### src/rtl/banked_register_file.sv
// ARM-style 16-entry register file with FIQ/IRQ/SVC banking, CPSR/SPSR and N async read ports.
// Optional macro WRITE_BYPASS_EN forwards a same-cycle write to matching read ports.
module banked_register_file #(
    parameter int DATA_WIDTH     = 32,
    parameter int NUM_READ_PORTS = 2,
    parameter int REG_ADDR_WIDTH = 4
) (
    input  logic                                     clock,
    input  logic                                     reset,
    input  logic [NUM_READ_PORTS*REG_ADDR_WIDTH-1:0] read_reg_num,
    output logic [NUM_READ_PORTS*DATA_WIDTH-1:0]     read_data,
    input  logic                                     regwrite,
    input  logic [REG_ADDR_WIDTH-1:0]                write_reg,
    input  logic [DATA_WIDTH-1:0]                    write_data,
    input  logic                                     flag_write,
    input  logic                                     negative_flag,
    input  logic                                     zero_flag,
    input  logic                                     carry_flag,
    input  logic                                     overflow_flag,
    input  logic                                     mode_write,
    input  logic [1:0]                               new_mode,
    input  logic                                     exc_enter,
    input  logic [1:0]                               exc_mode,
    input  logic                                     spsr_restore,
    output logic [3:0]                               cpsr_flags,
    output logic [1:0]                               cpsr_mode,
    output logic [5:0]                               spsr_out
);

    localparam int NUM_PHYS = 27;
    localparam int PHYS_W   = 5;

    localparam logic [1:0] MODE_USR = 2'b00;
    localparam logic [1:0] MODE_FIQ = 2'b01;
    localparam logic [1:0] MODE_SVC = 2'b11;

    // Physical layout: 0-7 r0-r7, 8 r15, 9-13 USR r8-r12, 14-18 FIQ r8-r12,
    // 19-26 r13/r14 pairs for USR, FIQ, IRQ, SVC in mode-encoding order.
    function automatic logic [PHYS_W-1:0] phys_index(input logic [REG_ADDR_WIDTH-1:0] r,
                                                     input logic [1:0]                m);
        logic [PHYS_W-1:0] idx;
        if (!r[3])
            idx = {1'b0, r};
        else if (r == 4'd15)
            idx = 5'd8;
        else if (r <= 4'd12)
            idx = ((m == MODE_FIQ) ? 5'd14 : 5'd9) + {2'b00, r[2:0]};
        else
            idx = 5'd19 + {2'b00, m, 1'b0} + {4'b0000, r[1]};
        return idx;
    endfunction

    logic [DATA_WIDTH-1:0] regs [NUM_PHYS];
    logic [3:0]            flags_q, flags_d;
    logic [1:0]            mode_q, mode_d;
    logic [5:0]            spsr_q [4];
    logic                  spsr_we;
    logic [PHYS_W-1:0]     write_idx;

    assign write_idx = phys_index(write_reg, mode_q);

    // NOTE: the storage array is cleared on reset because every output must be defined from reset onward.
    always_ff @(posedge clock) begin
        if (reset) begin
            for (int i = 0; i < NUM_PHYS; i++)
                regs[i] <= '0;
        end else if (regwrite) begin
            regs[write_idx] <= write_data;
        end
    end

    // NOTE: defaults first so every path assigns every output and no latch is inferred.
    always_comb begin
        flags_d = flags_q;
        mode_d  = mode_q;
        spsr_we = 1'b0;
        if (exc_enter && exc_mode != MODE_USR) begin
            spsr_we = 1'b1;
            mode_d  = exc_mode;
        end else if (spsr_restore && mode_q != MODE_USR) begin
            {flags_d, mode_d} = spsr_q[mode_q];
        end else begin
            if (mode_write)
                mode_d = new_mode;
            if (flag_write)
                flags_d = {negative_flag, zero_flag, carry_flag, overflow_flag};
        end
    end

    // NOTE: sequential state uses non-blocking assignments so the SPSR captures the pre-edge CPSR.
    always_ff @(posedge clock) begin
        if (reset) begin
            flags_q <= '0;
            mode_q  <= MODE_SVC;
            for (int i = 0; i < 4; i++)
                spsr_q[i] <= '0;
        end else begin
            flags_q <= flags_d;
            mode_q  <= mode_d;
            if (spsr_we)
                spsr_q[exc_mode] <= {flags_q, mode_q};
        end
    end

    always_comb begin
        read_data = '0;
        for (int p = 0; p < NUM_READ_PORTS; p++) begin
            read_data[p*DATA_WIDTH +: DATA_WIDTH] =
                regs[phys_index(read_reg_num[p*REG_ADDR_WIDTH +: REG_ADDR_WIDTH], mode_q)];
`ifdef WRITE_BYPASS_EN
            if (!reset && regwrite &&
                phys_index(read_reg_num[p*REG_ADDR_WIDTH +: REG_ADDR_WIDTH], mode_q) == write_idx)
                read_data[p*DATA_WIDTH +: DATA_WIDTH] = write_data;
`endif
        end
    end

    assign cpsr_flags = flags_q;
    assign cpsr_mode  = mode_q;
    assign spsr_out   = (mode_q == MODE_USR) ? 6'b000000 : spsr_q[mode_q];

endmodule

### config.mk
export PLATFORM = sky130hd
export DESIGN_NAME = banked_register_file
export DESIGN_NICKNAME = d
export VERILOG_FILES = /design/src/rtl/banked_register_file.sv
export SDC_FILE = /design/constraint.sdc
export NUM_CORES = 2
export LEC_CHECK = 0
export CORE_ASPECT_RATIO = 1.2
export CORE_MARGIN = 1
export CORE_UTILIZATION = 45
export DETAILED_ROUTE_END_ITERATION = 10
export PLACE_DENSITY = 0.63
export SETUP_SLACK_MARGIN = 0.4
export SYNTH_ARGS = -nofsm -noshare
export SYNTH_HDL_FRONTEND = slang
export SYNTH_SLANG_ARGS = --single-unit
### constraint.sdc
create_clock -name clock -period 8.2 [get_ports clock]
set_input_delay 2.05 -clock clock [delete_from_list [all_inputs] [get_ports clock]]
set_output_delay 2.05 -clock clock [all_outputs]
set_load 0.005 [all_outputs]
# Word-level counts from Yosys, hierarchy flattened

Memories as Yosys holds them, arrays and structs flattened. A register that Yosys moved wholly into a read port is not among the register bits.
Index checks and enable logic that the tools add are counted.

$lt $le $gt $ge: 3
Eq/ne operators: 4
Bitwise operators: 1
Mux-type cells: 33
Add/subtract/negate cells: 7
Reductions and logical operators: 10

Operator list:

| cell                | number |
|---|---|
| $mux 5              | 10 |
| $mux 32             | 1 |
| $reduce_or 32->1    | 1 |
| $add 5x1->5         | 3 |
| $eq 4x4->1 const B  | 3 |
| $le 4x4->1 const B  | 3 |
| $mux 2              | 6 |
| $mux 6              | 2 |
| $mux 1              | 11 |
| $add 5x3->5         | 2 |
| $mux 4              | 2 |
| $reduce_bool 2->1   | 3 |
| $reduce_or 6->1     | 1 |
| $add 4x3->5         | 1 |
| $add 5x3->5 const A | 1 |
| $mux 3              | 1 |
| $reduce_bool 3->1   | 1 |
| $eq 2x1->1 const B  | 1 |
| $logic_and 1x1->1   | 2 |
| $logic_not 2->1     | 1 |
| $reduce_and 2->1    | 1 |
| $not 1->1           | 1 |

Logic and storage cells: 62
Flip-flop bits (word level): 6
Memories kept: 2
Bits of input ports: 59
RAM bits: 888

Memories:

| memory | depth | width | read ports | clocked after memory_dff | wr ports | line | source |
|---|---|---|---|---|---|---|---|
| regs   | 27    | 32    | 2          | 0                        | 27       | 53   | `logic [DATA_WIDTH-1:0] regs [NUM_PHYS];` |
| spsr_q | 4     | 6     | 1          | 1                        | 4        | 56   | `logic [5:0] spsr_q [4];` |

# Logic depth before layout (Yosys ltp)

Depth in word-level cells: 8
Gate-level depth with buffers: 18

# Worst setup path after synthesis

No wires, ideal clock.

Kind: input to output
From: in read_reg_num[5]
To: out read_data[50]
Setup slack: 1652 ps
Arrival: 4498 ps
Data required time: 6150 ps
Cell stages on the path: 13
Path through: buf_4 -> xor2_1 -> ha_1 -> a21o_1 -> ha_1 -> mux2_4 -> a32o_1 -> buf_2 -> buf_4 -> buf_1 -> mux4_2 -> a22oi_1 -> o2111ai_1

Cells in the longest elaborated chain, start to end: 5
Elaborated cells on any way between the ends: 8
Classes of those cells: add/sub: 2; order compare: 1; eq/ne: 1; mux: 3; memory: 1

Ends and longest elaborated chain:

| element                                   | line | source |
|---|---|---|
| from (decl)                               | 10   | `input logic [NUM_READ_PORTS*REG_ADDR_WIDTH-1:0] read_reg_num,` |
| $add 5x1->5, or another cell as far along | 49   | `idx = 5'd19 + {2'b00, m, 1'b0} + {4'b0000, r[1]};` |
| $mux 5                                    | 46   | `else if (r <= 4'd12)` |
| $mux 5                                    | 44   | `else if (r == 4'd15)` |
| $mux 5 *                                  | 42   | `if (!r[3])` |
| $mem_v2 27x32 *                           | n/a  |  |
| to (decl)                                 | 11   | `output logic [NUM_READ_PORTS*DATA_WIDTH-1:0] read_data,` |

Every way passes the cells marked *; elsewhere a longest branch is shown, timed or not.

# Worst setup path after layout

From: in read_reg_num[4]
To: out read_data[37]

Cells in the longest elaborated chain, start to end: 5
Elaborated cells on any way between the ends: 7
Classes of those cells: add/sub: 1; order compare: 1; eq/ne: 1; mux: 3; memory: 1

Ends and longest elaborated chain:

| element                                          | line |
|---|---|
| $add 4x3->5 / $le 4x4->1 (equally long branches) | 47, 46 |
| $mux 5                                           | 46 |
| $mux 5                                           | 44 |
| $mux 5 *                                         | 42 |
| $mem_v2 27x32 *                                  | n/a |

Marks and branches as above.

==> flow_summary.toml <==
[floorplan]
ios = 135
start_util_pct = 45.3
die_h_um = 390
fp-row-count = 142
die_area_um2 = 127000
die_w_um = 326
core-area_um2 = 125000

[global_routing]
grt_use_total_pct = 35.8
grt_antenna_before_repair = 23
gr-total-overflow = 0
grt_pass1_vias = 42800
grt_start_max_net_pins = 81
grt_pass1_wl_um = 320000

[place]
io_buffers = 134
place.gp.congestion = 0.957
dp_cells = 6285
dpl-instance-area_um2 = 61200
pre_cts_ws_ns = -0.150
dp_hpwl_um = 134000

[sta]
timing.final.crit_share_pct = 94.7
fin_skew_ns = 0.0268
setup_viol = 0
hold_violations = 0
max_freq_mhz = 129
tightest_slew_ns = 1.22
slew_violations = 0
fin_ws_ns = 0.431
fin_crit_ns = 7.77
slew_headroom_pct = 18.5
rsz0062_at_grt = "yes"

[drt]
drc = 0
post_drt_wl_per_cell_um = 35.5
postRouteAntennaNets = 0
vias = 44700
wl_um = 232000
drt_pre_antenna_iters = 9
drtIter0Drc = 7639
vias_per_cell = 6.84

[power]
switching_power_w = 0.00458
p_per_area_nw_per_um2 = 228
finalPower_w = 0.0150
pwr-share-seq_pct = 41.9
combPwrFrac_pct = 24.4
clkPwrFrac_pct = 33.7
leakage_nw = 23.7
p_sw_share_pct = 30.6
ir_drop_v = 0.000210
intPower_w = 0.0104

[yosys]
synth_ff_type = "edfxtp_1"
synth_seq_cells = 1056
yosysUniqueCellTypes = 76
synth_cells = 4673
synth_top_cell_area_share_pct = 55.7
synth_area_per_cell_um2 = 12.1
syn_area_um2 = 56500
yosys_warnings = 0
yosysTopAreaCell = "edfxtp_1"
synth_edf_count = 1048
synthTopCellsByArea = "edfxtp_1 56%, and2_1 9.9%, mux4_2 7.6%"
yosysSeqAreaShare_pct = 56.0
async_reset_ff_share_pct = 0

[clocking]
clk_pin_slew_worst_paths_ns = 0.06
clk_path_buf_depth = 3
root_buffer = "clkbuf_16"
postCtsHoldBufs = 0
clock_sinks = 1056
cts_tree = "built"
ctsHtreeMaxLevel = 3
cts_buffers = 109
clock_latency_ns = 0.74

[final_layout]
design_area_um2 = 65800
syn2layout_area_growth_pct = 16.3
final_cells = 6538
utilization_pct = 52.7
final_cell_mix = "1048 x edfxtp_1, 891 x and2_1, 559 x nand2_1"
drive_gt1_share_pct = 16.8
nets = 4856
final_common_cell = "edfxtp_1"

[critical_path]
arrival_ns = 5.72
worstPathRequired_ns = 6.15
path_max_fanout = 45
ff2ff_setup_slack_ns = 3.16
critical_path_class = "primary input to output port"
start_kind = "primary input"
critPathCaptureType = "output port"

[worst_hold_path]
hp-class = "flop to flop"

[job]
drv_cap = 0

[run_status]
outcome = "finished clean"
cell type report:
type                    instances  area [um^2]
well taps                    1656         2070
repair buffers                446         4760
multi-input cells            3161        23700
flip-flops and latches       1056        31600
fillers                     10500        59000
inverters                       6         22.5
diodes                         12         30.0
clock inverters                67          618
clock buffers                 134         2910
state kept, by name, indices dropped and copies added (netlist names), named ones only:
register and flops:
spsr_q 24, cpsr_flags 4, cpsr_mode 2, regs 1024
per-stage QoR:
step / hold WS, ns / TNS, ns
after CTS: 0.545 / 0
after detailed placement: 0.535 / -0.724
after global routing: 0.572 / 0
after global placement: 0.515 / -0.654
final: 0.544 / 0
after floorplan: 0.517 / 0
metal layers:
metal	up-vias	track usage (%)	wire, um
li1	17800	-	-
met1	22000	45.6	80500
met3	974	9.37	33400
met4	6	21.7	16200
met2	4009	54.9	102000
met5	-	0	33
cell usage after synthesis (all sizes together), types with 14 or more instances:
library cell and count:
edfxtp 1048, and2 900, nand2 567, clkbuf 291
mux2i 246, nand3 221, mux4 191, buf 165
a211oi 153, and3 100, a22oi 86, a31oi 75
o22ai 67, a32oi 64, nor2 60, a21oi 56
o2111ai 50, o21ai 47, nand4 35, or2 33
a221oi 31, nor3 17, a2111oi 16, ha 16
nor2b 14
path summary, 6_finish.rpt:
check                           cells after the start       startpoint            end
worst min-delay path                                2    cpsr_flags[2]  cpsr_flags[2]
worst max register to register                     15     cpsr_mode[1]   regs[13][14]
worst min register to register                      2    cpsr_flags[2]  cpsr_flags[2]
worst max-delay path                               14  read_reg_num[4]  read_data[37]
worst max-delay path: stages:
cell and delay [ns]:
dlygate4sd2_1 0.26, ha_2 0.19, ha_1 0.19, a21o_1 0.15
ha_1 0.29, mux2_4 0.27, a32o_4 0.34, buf_12 0.18
buf_4 0.14, bufbuf_16 0.34, mux4_2 0.31, a22oi_1 0.28
o2111ai_1 0.21, clkdlybuf4s50_1 0.48
power groups by stage:
stage / logic [W] / clock network [W] / registers [W]
floorplan: 0.00176 / 0 / 0.00633
CTS: 0.00346 / 0.00505 / 0.00627
finish: 0.00365 / 0.00505 / 0.00627
global route: 0.00372 / 0.00524 / 0.00629
global placement: 0.00329 / 0 / 0.00637
detailed placement: 0.00331 / 0 / 0.00638
cells by family after synthesis:
group / synth area share (%)
AO/OA/AOI/OAI: 8.84
XOR/XNOR: 0.170
adder cells (fa/ha/maj): 0.407
buffers and inverters: 3.52
flip-flops: 56.0
multiplexers: 12.2
other: 0.00663
AND/OR/NAND/NOR: 18.9
repair_timing:
action	in CTS	in global routing
endpoints found under the hold margin	0	0
pin swaps	13	12
buffers inserted	16	17
resized for setup	57	39
endpoints found under the setup margin	64	62
gates cloned	5	2
(Power assumes the default switching activity.)
